## config.mk

```make
export PLATFORM = sky130hd
export DESIGN_NAME = prom_arb
export DESIGN_NICKNAME = d
export VERILOG_FILES = /design/src/rtl/prom_arb.sv
export VERILOG_INCLUDE_DIRS = /design/src /design/src/rtl
export SDC_FILE = /design/constraint.sdc
export NUM_CORES = 1
export LEC_CHECK = 0
export ABC_AREA = 1
export CAP_MARGIN = 20
export CELL_PAD_IN_SITES_DETAIL_PLACEMENT = 0
export CELL_PAD_IN_SITES_GLOBAL_PLACEMENT = 2
export CORE_ASPECT_RATIO = 0.5
export CORE_UTILIZATION = 23
export CTS_BUF_LIST = sky130_fd_sc_hd__clkbuf_2 sky130_fd_sc_hd__clkbuf_4 sky130_fd_sc_hd__clkbuf_8
export DETAILED_ROUTE_END_ITERATION = 8
export GPL_TIMING_DRIVEN = 0
export HOLD_SLACK_MARGIN = 0.1
export PLACE_DENSITY = 0.76
export SLEW_MARGIN = 20
export SYNTH_ARGS = -nofsm -noshare
export SYNTH_HDL_FRONTEND = slang
export SYNTH_SLANG_ARGS = --single-unit
export TNS_END_PERCENT = 100
```

## constraint.sdc

```tcl
create_clock -name clk -period 2.3 [get_ports clk]
set_input_delay 0.575 -clock clk [delete_from_list [all_inputs] [get_ports clk]]
set_output_delay 0.575 -clock clk [all_outputs]
set_load 0.01 [all_outputs]
```

## src/rtl/prom_arb_defs.vh

```
// prom_arb_defs: 2-bit state encodings shared by the PROM arbiter and anything that decodes its state.
`ifndef PROM_ARB_DEFS_VH
`define PROM_ARB_DEFS_VH
`define PROM_ARB_IDLE  2'd0
`define PROM_ARB_ISSUE 2'd1
`define PROM_ARB_WAIT  2'd2
`define PROM_ARB_RESP  2'd3
`endif

```

## src/rtl/prom_arb.sv

```systemverilog
// prom_arb: two-master arbiter in front of a toggle-ack PROM; writes complete locally with an error pulse.
`include "prom_arb_defs.vh"
module prom_arb #(
    parameter int unsigned FIXED_PRIO = 0
) (
    input  logic        clk,
    input  logic        rst,
    input  logic        m0_stb,
    input  logic        m0_we,
    input  logic [11:2] m0_addr,
    output logic [31:0] m0_data_out,
    output logic        m0_ack,
    input  logic        m1_stb,
    input  logic        m1_we,
    input  logic [11:2] m1_addr,
    output logic [31:0] m1_data_out,
    output logic        m1_ack,
    output logic        m_wr_err,
    output logic        p_stb,
    output logic        p_we,
    output logic [11:2] p_addr,
    input  logic [31:0] p_data_in,
    input  logic        p_ack
);
    typedef enum logic [1:0] {
        IDLE  = `PROM_ARB_IDLE,
        ISSUE = `PROM_ARB_ISSUE,
        WAIT  = `PROM_ARB_WAIT,
        RESP  = `PROM_ARB_RESP
    } state_t;
    state_t      state_q, state_d;
    logic        gnt_q, gnt_d, last_q, last_d, wr_q, wr_d, ack_ref_q, ack_ref_d;
    logic [31:0] d0_q, d0_d, d1_q, d1_d;
    logic        pick, pick_we;
    // m1 wins only when alone, or on a round-robin tie after m0 was served last
    assign pick    = m1_stb && !(m0_stb && (FIXED_PRIO != 0 || last_q));
    assign pick_we = pick ? m1_we : m0_we;
    always_comb begin
        state_d   = state_q;
        gnt_d     = gnt_q;
        last_d    = last_q;
        wr_d      = wr_q;
        ack_ref_d = ack_ref_q;
        d0_d      = d0_q;
        d1_d      = d1_q;
        case (state_q)
            IDLE: if (m0_stb || m1_stb) begin
                gnt_d   = pick;
                last_d  = pick;
                wr_d    = pick_we;
                state_d = pick_we ? RESP : ISSUE;
            end
            ISSUE: state_d = WAIT;
            WAIT: if (p_ack != ack_ref_q) begin
                ack_ref_d = p_ack;
                d0_d      = gnt_q ? d0_q : p_data_in;
                d1_d      = gnt_q ? p_data_in : d1_q;
                state_d   = RESP;
            end
            RESP: state_d = IDLE;
            default: state_d = IDLE;
        endcase
    end
    always_ff @(posedge clk or posedge rst) begin
        if (rst) begin
            state_q   <= IDLE;
            gnt_q     <= 1'b0;
            last_q    <= 1'b1;
            wr_q      <= 1'b0;
            ack_ref_q <= 1'b0;
            d0_q      <= '0;
            d1_q      <= '0;
        end else begin
            state_q   <= state_d;
            gnt_q     <= gnt_d;
            last_q    <= last_d;
            wr_q      <= wr_d;
            ack_ref_q <= ack_ref_d;
            d0_q      <= d0_d;
            d1_q      <= d1_d;
        end
    end
    assign m0_ack      = state_q == RESP && !gnt_q;
    assign m1_ack      = state_q == RESP && gnt_q;
    assign m_wr_err    = state_q == RESP && wr_q;
    assign p_stb       = state_q == ISSUE;
    assign p_we        = 1'b0;
    assign p_addr      = p_stb ? (gnt_q ? m1_addr : m0_addr) : '0;
    assign m0_data_out = d0_q;
    assign m1_data_out = d1_q;
endmodule

```

==> results of run 1 <==
synth_stat cells:
| master | n | share of area |
|---|---|---|
| buf_4 | 1 | 0.0023 |
| buf_2 | 2 | 0.0030 |
| clkbuf_2 | 1 | 0.0015 |
| dfstp_2 | 1 | 0.0079 |
| nand2_2 | 23 | 0.043 |
| nor2_1 | 23 | 0.026 |
| buf_6 | 12 | 0.041 |
| ha_1 | 5 | 0.019 |
| conb_1 | 1 | 0.0011 |
| inv_2 | 2 | 0.0023 |
| nand3_1 | 5 | 0.0076 |
| nand3_4 | 2 | 0.011 |
| inv_1 | 44 | 0.050 |
| dfrtp_1 | 69 | 0.52 |
| nand2_4 | 1 | 0.0034 |
| nand2_1 | 61 | 0.069 |
| o21ai_2 | 64 | 0.17 |
| o21ai_0 | 14 | 0.021 |
critical path, stage by stage (launching register included):
cell and delay (ps):
dfrtp_2 420, ha_2 210, inv_1 40, nor2_1 80
clkdlybuf4s50_1 540
cells by family after synthesis:
| group | Yosys count | synth area share |
|---|---|---|
| compound gates | 78 | 0.190 |
| fa+ha+maj | 5 | 0.0189 |
| buf+inv | 62 | 0.0998 |
| flops | 70 | 0.529 |
| other cells | 1 | 0.00113 |
| simple gates | 115 | 0.160 |
final timing paths:
| check | start | endpoint | slack [ps] |
|---|---|---|---|
| setup / recovery | state_q[0] | m0_ack | 100 |
| hold / removal | last_q | last_q | 470 |
| setup reg to reg | state_q[0] | m0_data_out[14] | 740 |
| hold reg to reg | last_q | last_q | 470 |
| max in group asynchronous | rst | m1_data_out[11] | 1090 |
| min in group asynchronous | rst | m1_data_out[6] | 600 |
through the flow:
stage          hold slack (ps)  cells  area (µm²)  setup TNS, ps  utilization
2_1_floorplan              444    331        3310              0            -
3_3_place_gp               455    659        4920          -1240        0.356
3_5_place_dp               462    662        5000           -201        0.362
4_1_cts                    471    679        5220              0        0.378
5_1_grt                    485    681        5250              0        0.380
6_report                   470    681        5250              0        0.380
layer usage:
metal | routed length, µm | vias to the layer above | track usage
li1 | - | 1345 | -
met2 | 4530 | 64 | 0.214
met5 | 0 | - | 0
met4 | 108 | 0 | 0.0438
met1 | 3960 | 1235 | 0.157
met3 | 526 | 13 | 0.0329
cell type report:
class / instances / area share
flip-flops and latches: 70 / 0.335
clock inverters: 1 / 0.00573
well taps: 192 / 0.0458
plain buffers: 15 / 0.0296
inverters: 46 / 0.0341
clock buffers: 14 / 0.0320
multi-input cells: 199 / 0.237
repair buffers: 144 / 0.281
where the power goes:
part,total [W],switching (W),internal (W)
Combinational,0.00326,0.00153,0.00173
Clock,0.00101,0.000432,0.000574
Sequential,0.00214,0.000349,0.00179
Total,0.00640,0.00231,0.00410
state kept, by name, summed over array words and instances (netlist names):
signal	cells
m0_data_out	32
m1_data_out	32
state_q	2
ack_ref_q	1
gnt_q	1
last_q	1
wr_q	1
timing repair:
action                                  CTS  global route
hold buffers                              0             0
buffers inserted                          3             2
gates cloned                              0             0
resized for setup                        16             3
endpoints found under the setup margin   12             3
==> flow_summary.json, run 1 <==
{
  "place_congestion": 0.702,
  "synthesis.instances": 331,
  "io_buffers": 136,
  "clock.fmax_mhz": 455,
  "final_common_cell": "clkdlybuf4s50_1",
  "slew_viol_final": 0,
  "final_cell_mix": "clkdlybuf4s50_1, dfrtp_1, o21ai_2",
  "cts_sinks": 70,
  "synth-seq-area-share": 0.529,
  "end_kind": "output port",
  "vdd_drop_max_uv": 303,
  "cts_tree": "yes",
  "core_area_um2": 13800,
  "synthDistinctLibCells": 18,
  "regArea_um2": 1760,
  "synth_area_per_cell_um2": 10.0,
  "grt_first_pass_wirelength_mm": 14.2,
  "hold_depth": 2,
  "reg2reg_depth": 7,
  "finalSetupViolations": 0,
  "pin_count": 138,
  "clk_latency_ps": 340,
  "ant_nets": 0,
  "p_per_area_nw_per_um2": 1220,
  "status": "finished, final reports clean",
  "finalPower_w": 0.00640,
  "fin_crit_ps": 2200,
  "critPathMaxFanout": 4,
  "die_x_um": 172,
  "drive_above_1_share": 0.280,
  "crit_type": "flip-flop to output port",
  "start_kind": "flip-flop",
  "initialDrtViolationCount": 62,
  "drcViolationCount": 0,
  "clk_pin_slew_worst_paths_ps": 70,
  "fin_ws_ps": 103,
  "rsz0062_at_grt": "no",
  "clk_path_buf_depth": 2,
  "gr-usage-all-layers": 0.127,
  "clock_skew_ps": 9.46,
  "initial_utilization": 0.240,
  "synth_nets": 395,
  "die_h_um": 86.8,
  "dieArea_um2": 14900,
  "num_vias": 2657,
  "required_ps": 1730,
  "wirelength_mm": 9.13,
  "dp_slack_ps": -41.7,
  "detail_route.wl_per_cell_um": 13.4,
  "cts-root-buf": "clkbuf_8",
  "ys_warn_count": 0,
  "final_hold_viol_count": 0,
  "drt-pass1-iter-count": 4,
  "htreeDepth": 3,
  "hpwl_mm": 6.84,
  "grt_max_degree": 21,
  "cap_violations": 0,
  "numCtsBuffers": 9,
  "synth_seq_cells": 70,
  "period_share": 0.955,
  "grt_pass1_vias": 2663,
  "vias_per_cell": 3.90,
  "p_leak_nw": 2.47,
  "fillCellCount": 1471,
  "diodes": 0,
  "antenna_found_initial": 0,
  "multiInputGateArea_um2": 1240,
  "final_net_count": 549,
  "grt-ovfl-total": 0,
  "worstPathArrival_ps": 1620,
  "layout-area-overhead-vs-synth_pct": 58.4,
  "hold_class": "flip-flop to flip-flop",
  "rows": 30,
  "syn_area_um2": 3310
}
(Power assumes the default switching activity.)
==> inputs of run 2 (changes only) <==
--- a/config.mk
+++ b/config.mk
@@ -12,7 +12,7 @@
 export CELL_PAD_IN_SITES_GLOBAL_PLACEMENT = 2
 export CORE_ASPECT_RATIO = 0.5
 export CORE_UTILIZATION = 23
-export CTS_BUF_LIST = sky130_fd_sc_hd__clkbuf_2 sky130_fd_sc_hd__clkbuf_4 sky130_fd_sc_hd__clkbuf_8
+export CTS_BUF_LIST = sky130_fd_sc_hd__clkbuf_2
 export DETAILED_ROUTE_END_ITERATION = 8
 export GPL_TIMING_DRIVEN = 0
 export HOLD_SLACK_MARGIN = 0.1
==> run 2 against run 1 <==
Effect of this change:
- die area unchanged
- sequential power about the same
- clock-buffer cell count down 1
- global-route usage up 0.14 points
- clock power down 34%
- clock skew up 19 ps
- critical path depth up 3
- sequential share of layout area up 0.71 points
- combinational power about the same
- core utilization down 0.79 points
- fmax up 0.67%
- flip-flop and latch count unchanged
==> flow_summary.json, run 2 (synthesized netlist as in run 1, its figures left out) <==
{
  "status": "finished, final reports clean",
  "cts-root-buf": "clkbuf_2",
  "grt_pass1_vias": 2664,
  "crit_chain": "buf_6, inv_4, ha_4, buf_6, o21ai_0, nor2_1, buf_2",
  "final_cells": 683,
  "die_h_um": 86.8,
  "rsz0062_at_grt": "yes",
  "clk_pin_slew_worst_paths_ps": 170,
  "rows": 30,
  "clock.fmax_mhz": 458,
  "drive_above_1_share": 0.305,
  "vdd_drop_max_uv": 321,
  "use_met3": 0.0416,
  "timing.hold.ws_ps": 417,
  "hpwl_mm": 6.84,
  "start_kind": "flip-flop",
  "grtUsageMet1": 0.158,
  "wirelength_mm": 9.16,
  "grt-ovfl-total": 0,
  "fin_crit_ps": 2180,
  "cts_sinks": 70,
  "hold_class": "primary input to async pin",
  "initialDrtViolationCount": 66,
  "utilization": 0.372,
  "cts_tree": "yes",
  "drcViolationCount": 0,
  "clk_path_buf_depth": 2,
  "io_buffers": 136,
  "dieArea_um2": 14900,
  "num_vias": 2650,
  "clock_skew_ps": 28.0,
  "antenna_found_initial": 0,
  "p_per_area_nw_per_um2": 1190,
  "slew_viol_final": 0,
  "final_common_cell": "clkdlybuf4s50_1",
  "cap_violations": 0,
  "cpMostUsedCell": "buf_6",
  "pin_count": 138,
  "core_area_um2": 13800,
  "top_usage_layer": "met2",
  "detail_route.wl_per_cell_um": 13.4,
  "worstPathArrival_ps": 1610,
  "path_delay_family": "flip-flops",
  "final_cell_mix": "clkdlybuf4s50_1, dfrtp_1, o21ai_2",
  "use_met2": 0.215,
  "clk_latency_ps": 510,
  "p_leak_nw": 2.41,
  "rrSetupSlack_ps": 740,
  "final_hold_viol_count": 0,
  "htreeDepth": 3,
  "diodes": 0,
  "crit_type": "flip-flop to output port",
  "final_net_count": 551,
  "gr-usage-all-layers": 0.128,
  "grt_max_degree": 21,
  "critPathMaxFanout": 6,
  "cts_hold_buf": 0,
  "die_x_um": 172,
  "layout-area-overhead-vs-synth_pct": 55.1,
  "finalSetupViolations": 0,
  "vias_per_cell": 3.88,
  "end_kind": "output port",
  "place_congestion": 0.702,
  "slowest_delay_ps": 420,
  "grt_first_pass_wirelength_mm": 14.4,
  "post-place-cells": 662,
  "numCtsBuffers": 9,
  "drt-pass1-iter-count": 4,
  "required_ps": 1730,
  "crit_buf_inv": 4,
  "period_share": 0.949,
  "cp_slowest_cell": "dfrtp_1",
  "initial_utilization": 0.240,
  "ant_nets": 0
}
-- run 2: layout make-up --
type	count	area (µm²)
tap	192	240
clock buffer	13	65.1
buffer	15	155
sequential	70	1760
clock inverter	2	33.8
inverter	46	181
multi-input combinational	199	1250
fill	1469	8680
timing repair buffer	146	1460
-- run 2: final timing paths --
check | startpoint | cells past startpoint | to
worst min-delay path | rst | 2 | m1_data_out[5]
min in group clk | last_q | 2 | last_q
worst max-delay path | state_q[1] | 7 | p_addr[6]
max in group asynchronous | rst | 4 | m0_data_out[2]
worst min register to register | last_q | 2 | last_q
worst max register to register | state_q[0] | 7 | m0_data_out[14]
-- run 2: where the power goes --
group          switching [W]  internal [W]
sequential          0.000345       0.00178
combinational        0.00155       0.00174
clock               0.000408      0.000261
-- run 2: layer usage --
layer,vias to the layer above,share of wire,routed length [µm]
li1,1350,-,-
met1,1232,0.44,4010
met2,61,0.50,4560
met3,7,0.056,517
met4,0,0.0087,80
met5,-,0,0
-- run 2: timing repair --
item | in CTS | in global routing
gates resized for setup | 54 | 12
hold endpoints to repair | 0 | 0
buffers inserted | 6 | 1
pin swaps | 0 | 3
setup endpoints to repair | 14 | 14
-- run 2: per-stage QoR --
step	total power, W	area (µm²)	TNS (ps)	worst slack [ps]
after CTS	0.00616	5100	0	1.21
after floorplan	0.00378	3310	0	634
after global placement	0.00539	4920	-1240	-27.6
final	0.00609	5140	0	118
after detailed placement	0.00544	5000	-201	-41.7
after global routing	0.00659	5140	-164	-31.4
